## config.mk

```make
export PLATFORM = sky130hd
export DESIGN_NAME = display_scan_ctrl
export DESIGN_NICKNAME = d
export VERILOG_FILES = /design/src/rtl/calc_disp_pkg.sv /design/src/rtl/bin2bcd_seq.sv /design/src/rtl/display_scan_ctrl.sv
export SDC_FILE = /design/constraint.sdc
export NUM_CORES = 1
export LEC_CHECK = 0
export ABC_CLOCK_PERIOD_IN_PS = 2100
export CAP_MARGIN = 10
export CORE_MARGIN = 4
export CORE_UTILIZATION = 54
export CTS_CLUSTER_DIAMETER = 150
export DETAILED_ROUTE_END_ITERATION = 16
export PLACE_DENSITY = 0.76
export SYNTH_ARGS = -nofsm -noshare
export SYNTH_HDL_FRONTEND = slang
export SYNTH_SLANG_ARGS = --single-unit
```

## constraint.sdc

```tcl
create_clock -name clk -period 2.1 [get_ports clk]
set_input_delay 0.21 -clock clk [delete_from_list [all_inputs] [get_ports clk]]
set_output_delay 0.21 -clock clk [all_outputs]
set_load 0.03 [all_outputs]
```

## src/rtl/calc_disp_pkg.sv

```systemverilog
// Shared types and constants for the calculator display path: converter FSM
// states, scan slot numbering (matches decoder anode order) and clamp limits.
package calc_disp_pkg;

  typedef enum logic [1:0] {IDLE, SAT, SHIFT, COMMIT} conv_state_t;

  localparam logic [1:0] IDX_THOU = 2'd1;
  localparam logic [1:0] IDX_HUND = 2'd0;
  localparam logic [1:0] IDX_TENS = 2'd3;
  localparam logic [1:0] IDX_ONES = 2'd2;

  localparam int POS_MAX = 9999;
  localparam int NEG_MAX = 99;

  // Picks the BCD nibble that belongs in a given scan slot.
  function automatic logic [3:0] slot_digit(input logic [1:0] idx, input logic [15:0] bcd);
    case (idx)
      IDX_THOU: return bcd[15:12];
      IDX_HUND: return bcd[11:8];
      IDX_TENS: return bcd[7:4];
      default:  return bcd[3:0];
    endcase
  endfunction

  function automatic logic [15:0] add3(input logic [15:0] bcd);
    logic [15:0] r;
    r = bcd;
    for (int i = 0; i < 4; i++) begin
      if (bcd[i*4 +: 4] >= 4'd5) r[i*4 +: 4] = bcd[i*4 +: 4] + 4'd3;
    end
    return r;
  endfunction

endpackage

```

## src/rtl/bin2bcd_seq.sv

```systemverilog
// Sequential signed-binary to BCD converter (saturate, then double-dabble).
// commit_en marks the final shift cycle, when bcd_next/neg_next/ovf_next are final.
module bin2bcd_seq
  import calc_disp_pkg::*;
#(
  parameter int DATA_W = 14
) (
  input  logic                     clk,
  input  logic                     rst_n,
  input  logic signed [DATA_W-1:0] value_in,
  input  logic                     value_valid,
  output logic                     value_ready,
  output logic                     commit_en,
  output logic [15:0]              bcd_next,
  output logic                     neg_next,
  output logic                     ovf_next,
  output logic                     done
);

  localparam int CNT_W = $clog2(DATA_W + 1);

  conv_state_t       state;
  logic [DATA_W-1:0] val_q;
  logic [DATA_W-1:0] mag_q;
  logic [15:0]       bcd_q;
  logic              neg_q;
  logic              ovf_q;
  logic [CNT_W-1:0]  cnt_q;

  logic              val_neg;
  logic [DATA_W-1:0] abs_val;
  logic [DATA_W-1:0] sat_mag;
  logic              sat_ovf;
  logic [15:0]       adj;
  logic [15:0]       shifted;

  // Unsigned negation keeps the most negative input exact as 2^(DATA_W-1).
  always_comb begin
    val_neg = val_q[DATA_W-1];
    abs_val = val_neg ? DATA_W'(-val_q) : val_q;
    sat_mag = abs_val;
    sat_ovf = 1'b0;
    if (!val_neg && int'(abs_val) > POS_MAX) begin
      sat_mag = DATA_W'(POS_MAX);
      sat_ovf = 1'b1;
    end else if (val_neg && int'(abs_val) > NEG_MAX) begin
      sat_mag = DATA_W'(NEG_MAX);
      sat_ovf = 1'b1;
    end
    adj       = add3(bcd_q);
    shifted   = {adj[14:0], mag_q[DATA_W-1]};
    commit_en = (state == SHIFT) && (cnt_q == CNT_W'(DATA_W - 1));
    bcd_next  = neg_q ? {8'd0, shifted[7:0]} : shifted;
    neg_next  = neg_q;
    ovf_next  = ovf_q;
  end

  always_ff @(posedge clk or negedge rst_n) begin
    if (!rst_n) begin
      state       <= IDLE;
      value_ready <= 1'b1;
      done        <= 1'b0;
      val_q       <= '0;
      mag_q       <= '0;
      bcd_q       <= '0;
      neg_q       <= 1'b0;
      ovf_q       <= 1'b0;
      cnt_q       <= '0;
    end else begin
      done <= 1'b0;
      case (state)
        IDLE: begin
          if (value_valid) begin
            val_q       <= value_in;
            value_ready <= 1'b0;
            state       <= SAT;
          end
        end
        SAT: begin
          neg_q <= val_neg;
          ovf_q <= sat_ovf;
          mag_q <= sat_mag;
          bcd_q <= '0;
          cnt_q <= '0;
          state <= SHIFT;
        end
        SHIFT: begin
          bcd_q <= shifted;
          mag_q <= mag_q << 1;
          cnt_q <= cnt_q + CNT_W'(1);
          if (commit_en) begin
            done  <= 1'b1;
            state <= COMMIT;
          end
        end
        default: begin
          value_ready <= 1'b1;
          state       <= IDLE;
        end
      endcase
    end
  end

endmodule

```

## src/rtl/display_scan_ctrl.sv

```systemverilog
// Converts a signed result to BCD and time-multiplexes four digit slots toward
// the seven-segment decoder; displayed digits only change on a whole commit.
module display_scan_ctrl
  import calc_disp_pkg::*;
#(
  parameter int DATA_W      = 14,
  parameter int REFRESH_DIV = 100000
) (
  input  logic                     clk,
  input  logic                     rst_n,
  input  logic signed [DATA_W-1:0] value_in,
  input  logic                     value_valid,
  output logic                     value_ready,
  output logic                     conv_done,
  output logic                     ovf,
  output logic [1:0]               digit_idx,
  output logic [3:0]               digit_bcd,
  output logic                     is_neg
);

  localparam int CNT_W = (REFRESH_DIV > 2) ? $clog2(REFRESH_DIV) : 1;

  logic             commit_en;
  logic [15:0]      res_bcd;
  logic             res_neg;
  logic             res_ovf;
  logic [15:0]      shown_bcd;
  logic [CNT_W-1:0] ref_cnt;
  logic             wrap;
  logic [1:0]       idx_next;
  logic [15:0]      bcd_sel;

  bin2bcd_seq #(.DATA_W(DATA_W)) u_conv (
    .clk         (clk),
    .rst_n       (rst_n),
    .value_in    (value_in),
    .value_valid (value_valid),
    .value_ready (value_ready),
    .commit_en   (commit_en),
    .bcd_next    (res_bcd),
    .neg_next    (res_neg),
    .ovf_next    (res_ovf),
    .done        (conv_done)
  );

  // Look ahead at the next slot and next digits so digit_bcd lands with digit_idx.
  always_comb begin
    wrap     = (ref_cnt == CNT_W'(REFRESH_DIV - 1));
    idx_next = wrap ? digit_idx + 2'd1 : digit_idx;
    bcd_sel  = commit_en ? res_bcd : shown_bcd;
  end

  always_ff @(posedge clk or negedge rst_n) begin
    if (!rst_n) begin
      ref_cnt   <= '0;
      digit_idx <= 2'd0;
      digit_bcd <= 4'd0;
      shown_bcd <= '0;
      is_neg    <= 1'b0;
      ovf       <= 1'b0;
    end else begin
      ref_cnt   <= wrap ? '0 : ref_cnt + CNT_W'(1);
      digit_idx <= idx_next;
      digit_bcd <= slot_digit(idx_next, bcd_sel);
      if (commit_en) begin
        shown_bcd <= res_bcd;
        is_neg    <= res_neg;
        ovf       <= res_ovf;
      end
    end
  end

endmodule

```

==> impl_metrics.py <==
metrics = {
    "finish": {
        "antenna_cells": 0,
        "fin_area_um2": 5970,
        "final.fill_count": 672,
        "drive_gt1_frac": 0.231,
        "nets": 581,
        "syn_to_final_growth_pct": 21.9,
        "fin_cells": 661,
    },
    "yosys": {
        "synth_ff_type": "dfrtp_1",
        "syn_nets": 510,
        "async_flop_share": 1.00,
        "ys_types": 66,
        "yosys_warnings": 0,
        "synth_area_um2": 4890,
        "synth_seq_area_share": 0.486,
        "yosysTopAreaCell": "dfrtp_1",
        "synth_area_leaders": "dfrtp_1 (48%), mux2_2 (4.6%), ha_1 (4.1%)",
        "synth_top_area_share": 0.481,
        "postSynthAreaPerCell_um2": 10.3,
        "synth-seq-cells": 95,
        "synth_edf_count": 0,
        "netlist_instances": 477,
    },
    "cts": {
        "cts_tree": "yes",
        "insertion_delay_ns": 0.36,
        "clk_pin_slew_ns": 0.10,
        "cts_root_buf": "clkbuf_8",
        "cts_buffers": 9,
        "clockBufferDepth": 2,
        "cts.sinks": 95,
        "h-tree-depth": 3,
    },
    "sta": {
        "slew_headroom": 0.616,
        "setup_slack_ns": -0.171,
        "slew_violations": 0,
        "hold_viol": 0,
        "fmaxAchievable_mhz": 440,
        "tightest_slew_ns": 0.575,
        "finalSetupViolations": 10,
        "skew_ns": 0.0115,
        "post-route-min-period_ns": 2.27,
        "grt_setup_unrepaired": "yes",
        "timing.hold.ws_ns": 0.317,
        "finalCritPeriodShare": 1.08,
    },
    "worst_setup_path": {
        "rr_endpoint": "u_conv.mag_q[0]",
        "path_delay_family": "simple AND/OR/NAND/NOR gates",
        "crit_path_end": "u_conv.mag_q[0]",
        "worst_path_largest_cell_delay_ns": 0.42,
        "r2r_cells": 8,
        "crit_slowest_cell": "or3b_4",
        "r2r_setup_slack_ns": -0.17,
        "worstSetupStartpointType": "flip-flop",
        "crit_chain": "inv_2, ha_4, or3b_4, o41ai_4, xor2_1, and4_4, a31oi_4, o32a_1",
        "crit_path_max_fanout": 6,
        "r2r_start": "u_conv.val_q[1]",
        "crit_type": "reg -> reg",
        "end_kind": "flip-flop",
        "path_depth": 8,
        "worstPathArrival_ns": 2.52,
        "path_buf_inv": 1,
        "cp.required_ns": 2.35,
        "cp-startpoint": "u_conv.val_q[1]",
    },
    "grt": {
        "antenna_found_initial": 0,
        "gr-total-overflow": 0,
        "grt_pass1_vias": 3851,
        "grt_max_degree": 42,
        "grt_pass1_wl_um": 17400,
        "grt_usage": 0.207,
    },
    "placement": {
        "place_congestion": 0.824,
        "place_inst": 639,
        "io_buffers": 26,
        "pre_cts_ws_ns": -0.315,
        "placedInstanceArea_um2": 5610,
        "hpwl_um": 7580,
    },
    "status": {
        "status": "complete, but fails checks",
        "failed_checks": "setup timing",
    },
    "floorplan": {
        "fp.dieH_um": 103,
        "die_x_um": 103,
        "num_rows": 34,
        "core_area_um2": 8760,
        "die-area_um2": 10700,
        "start_util": 0.559,
        "pin_count": 27,
    },
    "route": {
        "remaining_drc_errors": 0,
        "dr.first_iter.drc_count": 137,
        "dr.pass1.iters": 5,
        "viasPerCell": 5.77,
        "wl_um": 10300,
        "wl_per_cell_um": 15.6,
        "dr_total_vias": 3811,
        "final_antenna_net_count": 0,
    },
    "power": {
        "p_leak_nw": 2.59,
        "peakVddDrop_mv": 0.909,
        "p_sw_frac": 0.373,
        "total_power_mw": 7.07,
        "clkPwrFrac": 0.180,
        "power_density_nw_per_um2": 1180,
        "p_int_mw": 4.43,
        "p_switching_mw": 2.63,
        "comb_power_share": 0.474,
        "p_seq_frac": 0.346,
    },
    "job": {
        "maxCapViolCount": 0,
    },
    "worst_hold_path": {
        "hold_path.class": "in -> async",
    },
}
[cell usage in the layout, fill, tap and decap left out, drive strengths merged, types with 7 or more instances in the layout]
cell,count
nand2,44
nor2,30
clkbuf,11
dfrtp,94
o211ai,7
buf,56
mux2,20
xnor2,18
o21ai,34
and3,9
inv,27
o22ai,10
xor2,8
o31ai,10
clkdlybuf4s50,25
a21oi,16
nand3,13
nor3,9
ha,16
[power by group through the flow]
stage                     registers, mW  clock network, mW  logic, mW
after detailed placement           2.47                  0       3.20
after global placement             2.45                  0       3.09
after CTS                          2.44               1.30       3.33
after floorplan                    2.48                  0       2.06
after global routing               2.50               1.39       3.68
final                              2.45               1.27       3.35
[final cells by class]
class                      count  area [µm²]  share of cell area
inverter                      27         101              0.0170
clock buffer                  11         151              0.0254
timing repair buffer          82         697               0.117
tap                          108         135              0.0226
sequential                    95        2380               0.399
clock inverter                 5        63.8              0.0107
multi-input combinational    333        2440               0.409
[cell usage after synthesis, types with 7 or more instances]
library cell	instances
o22ai_1	10
clkbuf_1	18
a21oi_1	16
and3_1	8
nor3_1	9
o31ai_1	9
ha_1	16
nor2_1	30
nand3_1	13
mux2_2	20
xnor2_1	18
inv_1	26
dfrtp_1	94
o21ai_0	34
nand2_1	44
xor2_1	8
o211ai_1	7
[cells by family after synthesis]
kind of cell	Yosys count	share of synthesized area
DFF	95	0.486
adders and majority gates	16	0.0409
muxes	25	0.0562
xor gates and xnor gates	26	0.0465
AOI/OAI and AO/OA	124	0.185
and+or+nand+nor	142	0.144
buffers and inverters	49	0.0409
[flip-flops by register name, summed over array words and instances (netlist names), 2 cells and up]
| signal | count |
|---|---|
| u_conv.bcd_q | 16 |
| digit_bcd | 4 |
| ref_cnt | 17 |
| u_conv.cnt_q | 4 |
| u_conv.state | 2 |
| digit_idx | 2 |
| u_conv.val_q | 14 |
| shown_bcd | 16 |
| u_conv.mag_q | 14 |
[layer usage]
layer | part of all wire | vias up | global-route usage
li1 | - | 1863 | -
met1 | 0.42 | 1829 | 0.250
met2 | 0.52 | 94 | 0.368
met3 | 0.035 | 25 | 0.0309
met4 | 0.024 | 0 | 0.0906
met5 | 0 | - | 0
[timing repair]
action,4_1_cts,5_1_grt
endpoints found under the hold margin,29,0
setup buffers,3,2
hold buffers,1,0
setup endpoints to repair,12,14
pin swaps,6,6
resized for setup,8,21
[worst min-delay path by stage]
stage	start	endpoint	slack [ns]	cells past startpoint
floorplan	rst_n	digit_bcd[0]	-0.09	0
global placement	rst_n	ref_cnt[9]	0.18	1
detailed placement	rst_n	ref_cnt[11]	0.18	1
CTS	rst_n	ref_cnt[9]	0.33	2
global route	rst_n	ref_cnt[11]	0.35	2
finish	rst_n	ref_cnt[11]	0.32	2
[per-stage QoR]
step | utilization | setup TNS [ns]
after detailed placement | 0.640 | -2.56
after CTS | 0.671 | -1.18
after global placement | 0.640 | -1.60
after floorplan | - | -1.41
after global routing | 0.681 | -2.52
final | 0.681 | -1.03
Power figures use the tool's default switching activity.
